### src/rtl/conv1d_pkg.sv
// rtl/conv1d_pkg.sv - shared constants and state encoding for the conv1d scheduler
// Purpose: data width, filter tap count and the scheduler FSM state type.
package conv1d_pkg;

    localparam int BW          = 8;
    localparam int FILTER_SIZE = 3;

    typedef enum logic [1:0] {
        IDLE  = 2'd0,
        LOAD  = 2'd1,
        WLOAD = 2'd2,
        RUN   = 2'd3
    } state_t;

endpackage

### src/rtl/wrap_counter.sv
// rtl/wrap_counter.sv - saturating up-counter with explicit clear and terminal flag
// Purpose: counts 0..MAX; holds at MAX instead of rolling over, returns to 0 only on clr_i.
// Ports:
//   clk_i    clock
//   rst_i_n  asynchronous active-low reset
//   clr_i    synchronous clear (wins over en_i)
//   en_i     increment enable
//   count_o  current count
//   at_max_o count_o == MAX
module wrap_counter #(
    parameter int MAX = 4,
    parameter int BW  = 3
) (
    input  logic          clk_i,
    input  logic          rst_i_n,
    input  logic          clr_i,
    input  logic          en_i,
    output logic [BW-1:0] count_o,
    output logic          at_max_o
);

    assign at_max_o = (count_o == BW'(MAX));

    always_ff @(posedge clk_i or negedge rst_i_n) begin
        if (!rst_i_n) begin
            count_o <= '0;
        end else if (clr_i) begin
            count_o <= '0;
        end else if (en_i && !at_max_o) begin
            count_o <= count_o + BW'(1);
        end
    end

endmodule

### src/rtl/conv1d_sched.sv
// rtl/conv1d_sched.sv - frame load / filter replay scheduler for the 1D convolution datapath
// Purpose: writes one input frame into the frame buffer, then replays it once per filter,
// pulsing a weight load before each pass and issuing reads with tap sideband.
// Ports:
//   clk_i, rst_i_n          clock, asynchronous active-low reset
//   valid_i, last_i         upstream beat handshake, ready_o returned
//   buf_wr_en_o, buf_rd_en_o, buf_addr_o   frame buffer control (shared address)
//   wt_ld_o, wt_idx_o       weight bank load strobe and filter index
//   tap_valid_o, pass_last_o, frame_last_o read sideband to the MAC pipeline
//   ready_i                 downstream ready, stalls reads while low
//   frame_err_o             one-cycle pulse after a frame of the wrong length
//   busy_o                  scheduler not idle
module conv1d_sched
    import conv1d_pkg::*;
#(
    parameter  int FRAME_SIZE  = 50,
    parameter  int NUM_FILTERS = 8,
    localparam int ADDR_BW     = $clog2(FRAME_SIZE),
    localparam int FILT_BW     = (NUM_FILTERS > 1) ? $clog2(NUM_FILTERS) : 1
) (
    input  logic               clk_i,
    input  logic               rst_i_n,
    input  logic               valid_i,
    input  logic               last_i,
    output logic               ready_o,
    output logic               buf_wr_en_o,
    output logic               buf_rd_en_o,
    output logic [ADDR_BW-1:0] buf_addr_o,
    output logic               wt_ld_o,
    output logic [FILT_BW-1:0] wt_idx_o,
    output logic               tap_valid_o,
    output logic               pass_last_o,
    output logic               frame_last_o,
    input  logic               ready_i,
    output logic               frame_err_o,
    output logic               busy_o
);

    state_t             state;
    logic [ADDR_BW-1:0] addr;
    logic [FILT_BW-1:0] filt;
    logic               addr_max;
    logic               filt_max;
    logic               xfer;
    logic               issue;
    logic               pass_end;
    logic               short_err;
    logic               load_done;
    logic               addr_clr;
    logic               addr_en;
    logic               filt_clr;
    logic               filt_en;

    assign ready_o   = (state == IDLE) || (state == LOAD);
    assign xfer      = valid_i && ready_o;
    assign issue     = (state == RUN) && ready_i;
    assign pass_end  = issue && addr_max;

    // FRAME_SIZE > FILTER_SIZE guarantees address 0 is never the terminal count,
    // so a last beat in IDLE falls into the short-frame case as well.
    assign short_err = xfer && last_i && !addr_max;
    assign load_done = (state == LOAD) && xfer && addr_max;

    // One counter serves as write pointer during load and read pointer during
    // replay; it is cleared at every phase boundary so each pass starts at 0.
    assign addr_en   = xfer || issue;
    assign addr_clr  = short_err || load_done || (state == WLOAD) || pass_end;
    assign filt_en   = pass_end && !filt_max;
    assign filt_clr  = load_done || (pass_end && filt_max);

    wrap_counter #(
        .MAX (FRAME_SIZE - 1),
        .BW  (ADDR_BW)
    ) u_addr_cnt (
        .clk_i    (clk_i),
        .rst_i_n  (rst_i_n),
        .clr_i    (addr_clr),
        .en_i     (addr_en),
        .count_o  (addr),
        .at_max_o (addr_max)
    );

    wrap_counter #(
        .MAX (NUM_FILTERS - 1),
        .BW  (FILT_BW)
    ) u_filt_cnt (
        .clk_i    (clk_i),
        .rst_i_n  (rst_i_n),
        .clr_i    (filt_clr),
        .en_i     (filt_en),
        .count_o  (filt),
        .at_max_o (filt_max)
    );

    always_ff @(posedge clk_i or negedge rst_i_n) begin
        if (!rst_i_n) begin
            state       <= IDLE;
            frame_err_o <= 1'b0;
        end else begin
            // A frame reaching full length without last_i is still processed,
            // but flagged; the extra upstream beats are never accepted.
            frame_err_o <= short_err || (load_done && !last_i);
            case (state)
                IDLE: begin
                    if (xfer && !last_i) begin
                        state <= LOAD;
                    end
                end
                LOAD: begin
                    if (short_err) begin
                        state <= IDLE;
                    end else if (load_done) begin
                        state <= WLOAD;
                    end
                end
                WLOAD: begin
                    state <= RUN;
                end
                RUN: begin
                    if (pass_end) begin
                        state <= filt_max ? IDLE : WLOAD;
                    end
                end
                default: begin
                    state <= IDLE;
                end
            endcase
        end
    end

    assign buf_wr_en_o  = xfer;
    assign buf_rd_en_o  = issue;
    assign buf_addr_o   = addr;
    assign wt_ld_o      = (state == WLOAD);
    assign wt_idx_o     = filt;
    assign tap_valid_o  = issue && (addr >= ADDR_BW'(FILTER_SIZE - 1));
    assign pass_last_o  = pass_end;
    assign frame_last_o = pass_end && filt_max;
    assign busy_o       = (state != IDLE);

endmodule

### config.mk
export PLATFORM = sky130hd
export DESIGN_NAME = conv1d_sched
export DESIGN_NICKNAME = d
export VERILOG_FILES = /design/src/rtl/conv1d_pkg.sv /design/src/rtl/wrap_counter.sv /design/src/rtl/conv1d_sched.sv
export SDC_FILE = /design/constraint.sdc
export NUM_CORES = 1
export LEC_CHECK = 0
export ABC_AREA = 0
export CORE_UTILIZATION = 41
export CTS_CLUSTER_SIZE = 10
export DETAILED_ROUTE_END_ITERATION = 7
export GPL_TIMING_DRIVEN = 0
export PLACE_DENSITY = 0.75
export SLEW_MARGIN = 25
export SYNTH_ARGS = -nofsm -noshare
export SYNTH_HDL_FRONTEND = slang
export SYNTH_SLANG_ARGS = --single-unit
### constraint.sdc
create_clock -name clk_i -period 1.52 [get_ports clk_i]
set_input_delay 0.304 -clock clk_i [delete_from_list [all_inputs] [get_ports clk_i]]
set_output_delay 0.304 -clock clk_i [all_outputs]
set_load 0.02 [all_outputs]
==> run summary <==
The flow ran to the end, but the final reports show violations. The checks that failed: setup timing. Once the floorplan was initialized, standard cells occupied 44.2% of the core. The max-slew headroom at the worst pin is 61.0%, and the count of pins over their slew limit is 0. The clock-pin slew on the worst setup and hold paths was 80 ps.

The most frequent cell on the critical path is sky130_fd_sc_hd__and3_4. The clock sink count is 12, and the fraction of layout instances using a drive strength above 1 is 53.6%. The worst register-to-register path has a setup slack of -300 ps. The via count of the first global-routing pass was 731; the iteration-0 DRC count of the detailed router was 13. The maximum clock frequency was 545 MHz. The tools report the launching element type of the critical path as a flip-flop. Count of input and output buffers: 22. For the area enclosed by the die boundary, the log shows 2060 um2.

The worst setup slack after placement is -712 ps. The die is 45.4 um wide. The cell area that synthesis handed to floorplanning was 772 um2. The run gives 41.0% as the combinational share of power. In this run, placement finished with an instance count of 128. sky130_fd_sc_hd__dfrtp_1 takes more of the synthesized area than any other cell. The synthesis warning total came out at 0.

The largest individual stage delay along the critical path comes from the cell sky130_fd_sc_hd__dfrtp_2. The top-level I/O count came out at 23. Global routing used 20.8% of the available tracks across all layers.

The count of nets after finishing came out at 136. Synthesis produced a netlist whose cell count is 81. The maximum buffer depth of the clock tree was 2. The synthesized area per cell is 9.53 um2, and the maximum vdd drop is 0.576 mV. The share of Yosys cell area claimed by the top area cell type came out at 38.9%. The number of different library cells used by synthesis comes to 36. In this run switching power makes up 36.2% of total power. The count of cells along the worst register-to-register path is 9. The filler cells instantiated in the layout total 120. Class of the worst hold path: in2async.

The reg-to-reg critical path startpoint was u_addr_cnt.count_o[1]. The CTS buffer count came out at 3. Clock latency on the worst-skew pair, taken at its later pin, is 280 ps. The sequential share of the synthesized area came out at 38.9%. The worst endpoint required time is 1220 ps, and the placement row count is 15. For the count of H-tree levels built during CTS, the log shows 1. The clock tree root driver cell was sky130_fd_sc_hd__clkbuf_4.

Sorting the synthesized cells by area gives the leading types as sky130_fd_sc_hd__dfrtp_1 39%, sky130_fd_sc_hd__ha_1 8.1%, sky130_fd_sc_hd__nor2_1 4.4%, sky130_fd_sc_hd__o2111ai_1 3.4%, sky130_fd_sc_hd__xor2_1 3.4%. The endpoint kind of the worst setup timing path was an output port. The post-route minimum period came out at 1840 ps. The worst setup path is of the reg2out kind.

Cell internal power was estimated by the tool at 0.707 mW. On the final layout, the worst clock skew is 4.62 ps. TritonCTS built the clock tree.

For the initial antenna violation count, the log shows 0. Setup violations remaining at the end of the flow were counted as 14. Of all nets on the critical path, the largest fanout is 4.

After detailed routing, the number of remaining DRC violations is 0. Setup repair after global routing could not meet its margin everywhere. The count of nets left with antenna violations once routing finished came out at 0.

The sequential power share is 35.3%, and the number of storage elements in the synthesis netlist is 12. The run gives 1750 um2 as the area of the core. Detailed placement ended at an HPWL of 1200 um.

Data on the critical path arrives at its endpoint at 1530 ps. The reported max-cap violation count is 0, and the pin count of the biggest net entering global routing is 13. The worst stage delay on the critical path is 430 ps, and the number of nets produced by synthesis is 91.

The clock network fraction of total power was 23.8%. The logs give 0 for the final count of hold timing violations and 0 for the antenna diode count. For the pin with the worst max-slew slack, the measured transition is 584 ps. The routed design has 2240 um of wire. The run gives 4 as the total iterations of the first detailed-routing run. In this run the power spent charging and discharging nets is 0.401 mW. The first global-routing pass estimated 3110 um of wire. The endpoint of the most critical register-to-register path is u_filt_cnt.count_o[0]. Area growth from synthesis to final layout: 76.5%. The post-layout instance count excluding filler cells came out at 150. The per-cell via count in the routed design is 5.35. The detailed router placed 803 vias in this run. The final critical path takes up 121% of the cycle.

The die is 45.4 um tall. The worst setup slack after layout was -316 ps; the per-cell routed wire length was 14.9 um. The final estimated routing congestion in global placement was 0.713. For this run the aggregate overflow at the end of global routing stands at 0.

In this run the power density over the cells is 813 nW/um2. Walking the worst path, the cells encountered are inv_2, ha_4, and3_4, and2_4, and3_4, buf_6. For this design the static power due to leakage is 0.631 nW.
[what timing repair did]
| item | in CTS | in global routing |
|---|---|---|
| hold buffers | 0 | 0 |
| gates resized for setup | 67 | 20 |
| pin swaps | 7 | 10 |
| buffers inserted | 10 | 9 |
| setup endpoints to repair | 28 | 21 |
[power groups by stage]
stage / sequential, mW / clock [mW] / combinational, mW
6_report: 0.391 / 0.263 / 0.454
5_1_grt: 0.394 / 0.277 / 0.483
4_1_cts: 0.389 / 0.266 / 0.366
3_5_place_dp: 0.409 / 0 / 0.268
3_3_place_gp: 0.408 / 0 / 0.264
2_1_floorplan: 0.430 / 0 / 0.133
[cell usage in the layout (no fill, tap or decap), types with 2 or more instances in the layout]
master                            instances
sky130_fd_sc_hd__a21oi_1                  4
sky130_fd_sc_hd__a22o_1                   2
sky130_fd_sc_hd__a31oi_1                  3
sky130_fd_sc_hd__and3_4                   2
sky130_fd_sc_hd__buf_2                    4
sky130_fd_sc_hd__buf_4                   14
sky130_fd_sc_hd__buf_6                   10
sky130_fd_sc_hd__clkbuf_4                 3
sky130_fd_sc_hd__clkdlybuf4s50_1          3
sky130_fd_sc_hd__dfrtp_1                 10
sky130_fd_sc_hd__dfrtp_2                  2
sky130_fd_sc_hd__dlygate4sd2_1            9
sky130_fd_sc_hd__ha_1                     3
sky130_fd_sc_hd__ha_4                     2
sky130_fd_sc_hd__inv_1                    3
sky130_fd_sc_hd__inv_4                    2
sky130_fd_sc_hd__nand2_1                  4
sky130_fd_sc_hd__nor2_1                   3
sky130_fd_sc_hd__nor2_2                   3
sky130_fd_sc_hd__nor2_4                   4
sky130_fd_sc_hd__o2111ai_1                3
sky130_fd_sc_hd__xor2_1                   3
[layout make-up]
| type | instances | area, um2 | area share [%] |
|---|---|---|---|
| Multi-Input combinational cell | 60 | 583 | 42.8 |
| Buffer | 2 | 18.8 | 1.38 |
| Clock buffer | 4 | 36.3 | 2.66 |
| Sequential cell | 12 | 303 | 22.2 |
| Timing Repair Buffer | 41 | 363 | 26.6 |
| Tap cell | 25 | 31.3 | 2.30 |
| Inverter | 6 | 27.5 | 2.02 |
[worst max path at each step]
stage	start	endpoint	slack (ps)
2_1_floorplan	u_addr_cnt.count_o[1]	frame_last_o	-90
3_3_place_gp	ready_i	frame_last_o	-700
3_5_place_dp	ready_i	frame_last_o	-710
4_1_cts	u_addr_cnt.count_o[1]	frame_last_o	-300
5_1_grt	u_addr_cnt.count_o[1]	tap_valid_o	-360
6_report	u_addr_cnt.count_o[1]	frame_last_o	-320
[state kept, by name (all words and copies together), names as in the netlist]
name / cells
u_filt_cnt.count_o: 3
u_addr_cnt.count_o: 6
state: 2
frame_err_o: 1
[per-stage QoR]
stage	power, mW	instance area [um2]	utilization (%)	setup TNS, ps	hold slack (ps)
floorplan	0.562	816	-	-564	8.41
global placement	0.672	1070	61.1	-4460	522
detailed placement	0.677	1070	61.1	-4680	533
CTS	1.02	1230	70.5	-1980	403
global route	1.15	1360	78.1	-3230	418
finish	1.11	1360	78.1	-2540	387
[cells by family (layout without fill, tap and decap cells)]
kind of cell,Yosys count,in the layout,synth area share (%)
and+or+nand+nor,29,29,22.0
AOI/OAI and AO/OA,21,21,19.0
DFF,12,12,38.9
buffers and inverters,9,53,6.00
adders and majority gates,5,5,8.10
xor gates and xnor gates,4,4,4.54
muxes,1,1,1.46
[Yosys cell counts, drive strengths merged]
| library cell | n |
|---|---|
| xor2 | 3 |
| nor3b | 1 |
| a22oi | 1 |
| a21oi | 5 |
| mux2 | 1 |
| a31oi | 4 |
| nor3 | 2 |
| a211oi | 2 |
| nand2b | 2 |
| or3 | 1 |
| o21ai | 2 |
| o2111ai | 3 |
| buf | 3 |
| nor2 | 10 |
| a22o | 2 |
| nand3b | 1 |
| nor4 | 1 |
| nand3 | 1 |
| and2 | 2 |
| o211ai | 1 |
| nand2 | 5 |
| inv | 6 |
| a31o | 1 |
| dfrtp | 12 |
| xnor2 | 1 |
| and3 | 3 |
| ha | 5 |
[worst max-delay path, delay by kind of cell (launching register included)]
kind / cells / cell delay, ps
buffers and inverters: 2 / 180
DFF: 1 / 430
and+or+nand+nor: 3 / 520
adders and majority gates: 1 / 110
[metal layers]
| metal | part of all wire [%] | track usage, % | vias to the layer above |
|---|---|---|---|
| li1 | - | - | 376 |
| met2 | 53 | 38.0 | 24 |
| met5 | 0 | 0 | - |
| met1 | 43 | 25.4 | 399 |
| met4 | 1.2 | 5.45 | 0 |
| met3 | 3.4 | 2.78 | 4 |
(Power assumes the default switching activity.)
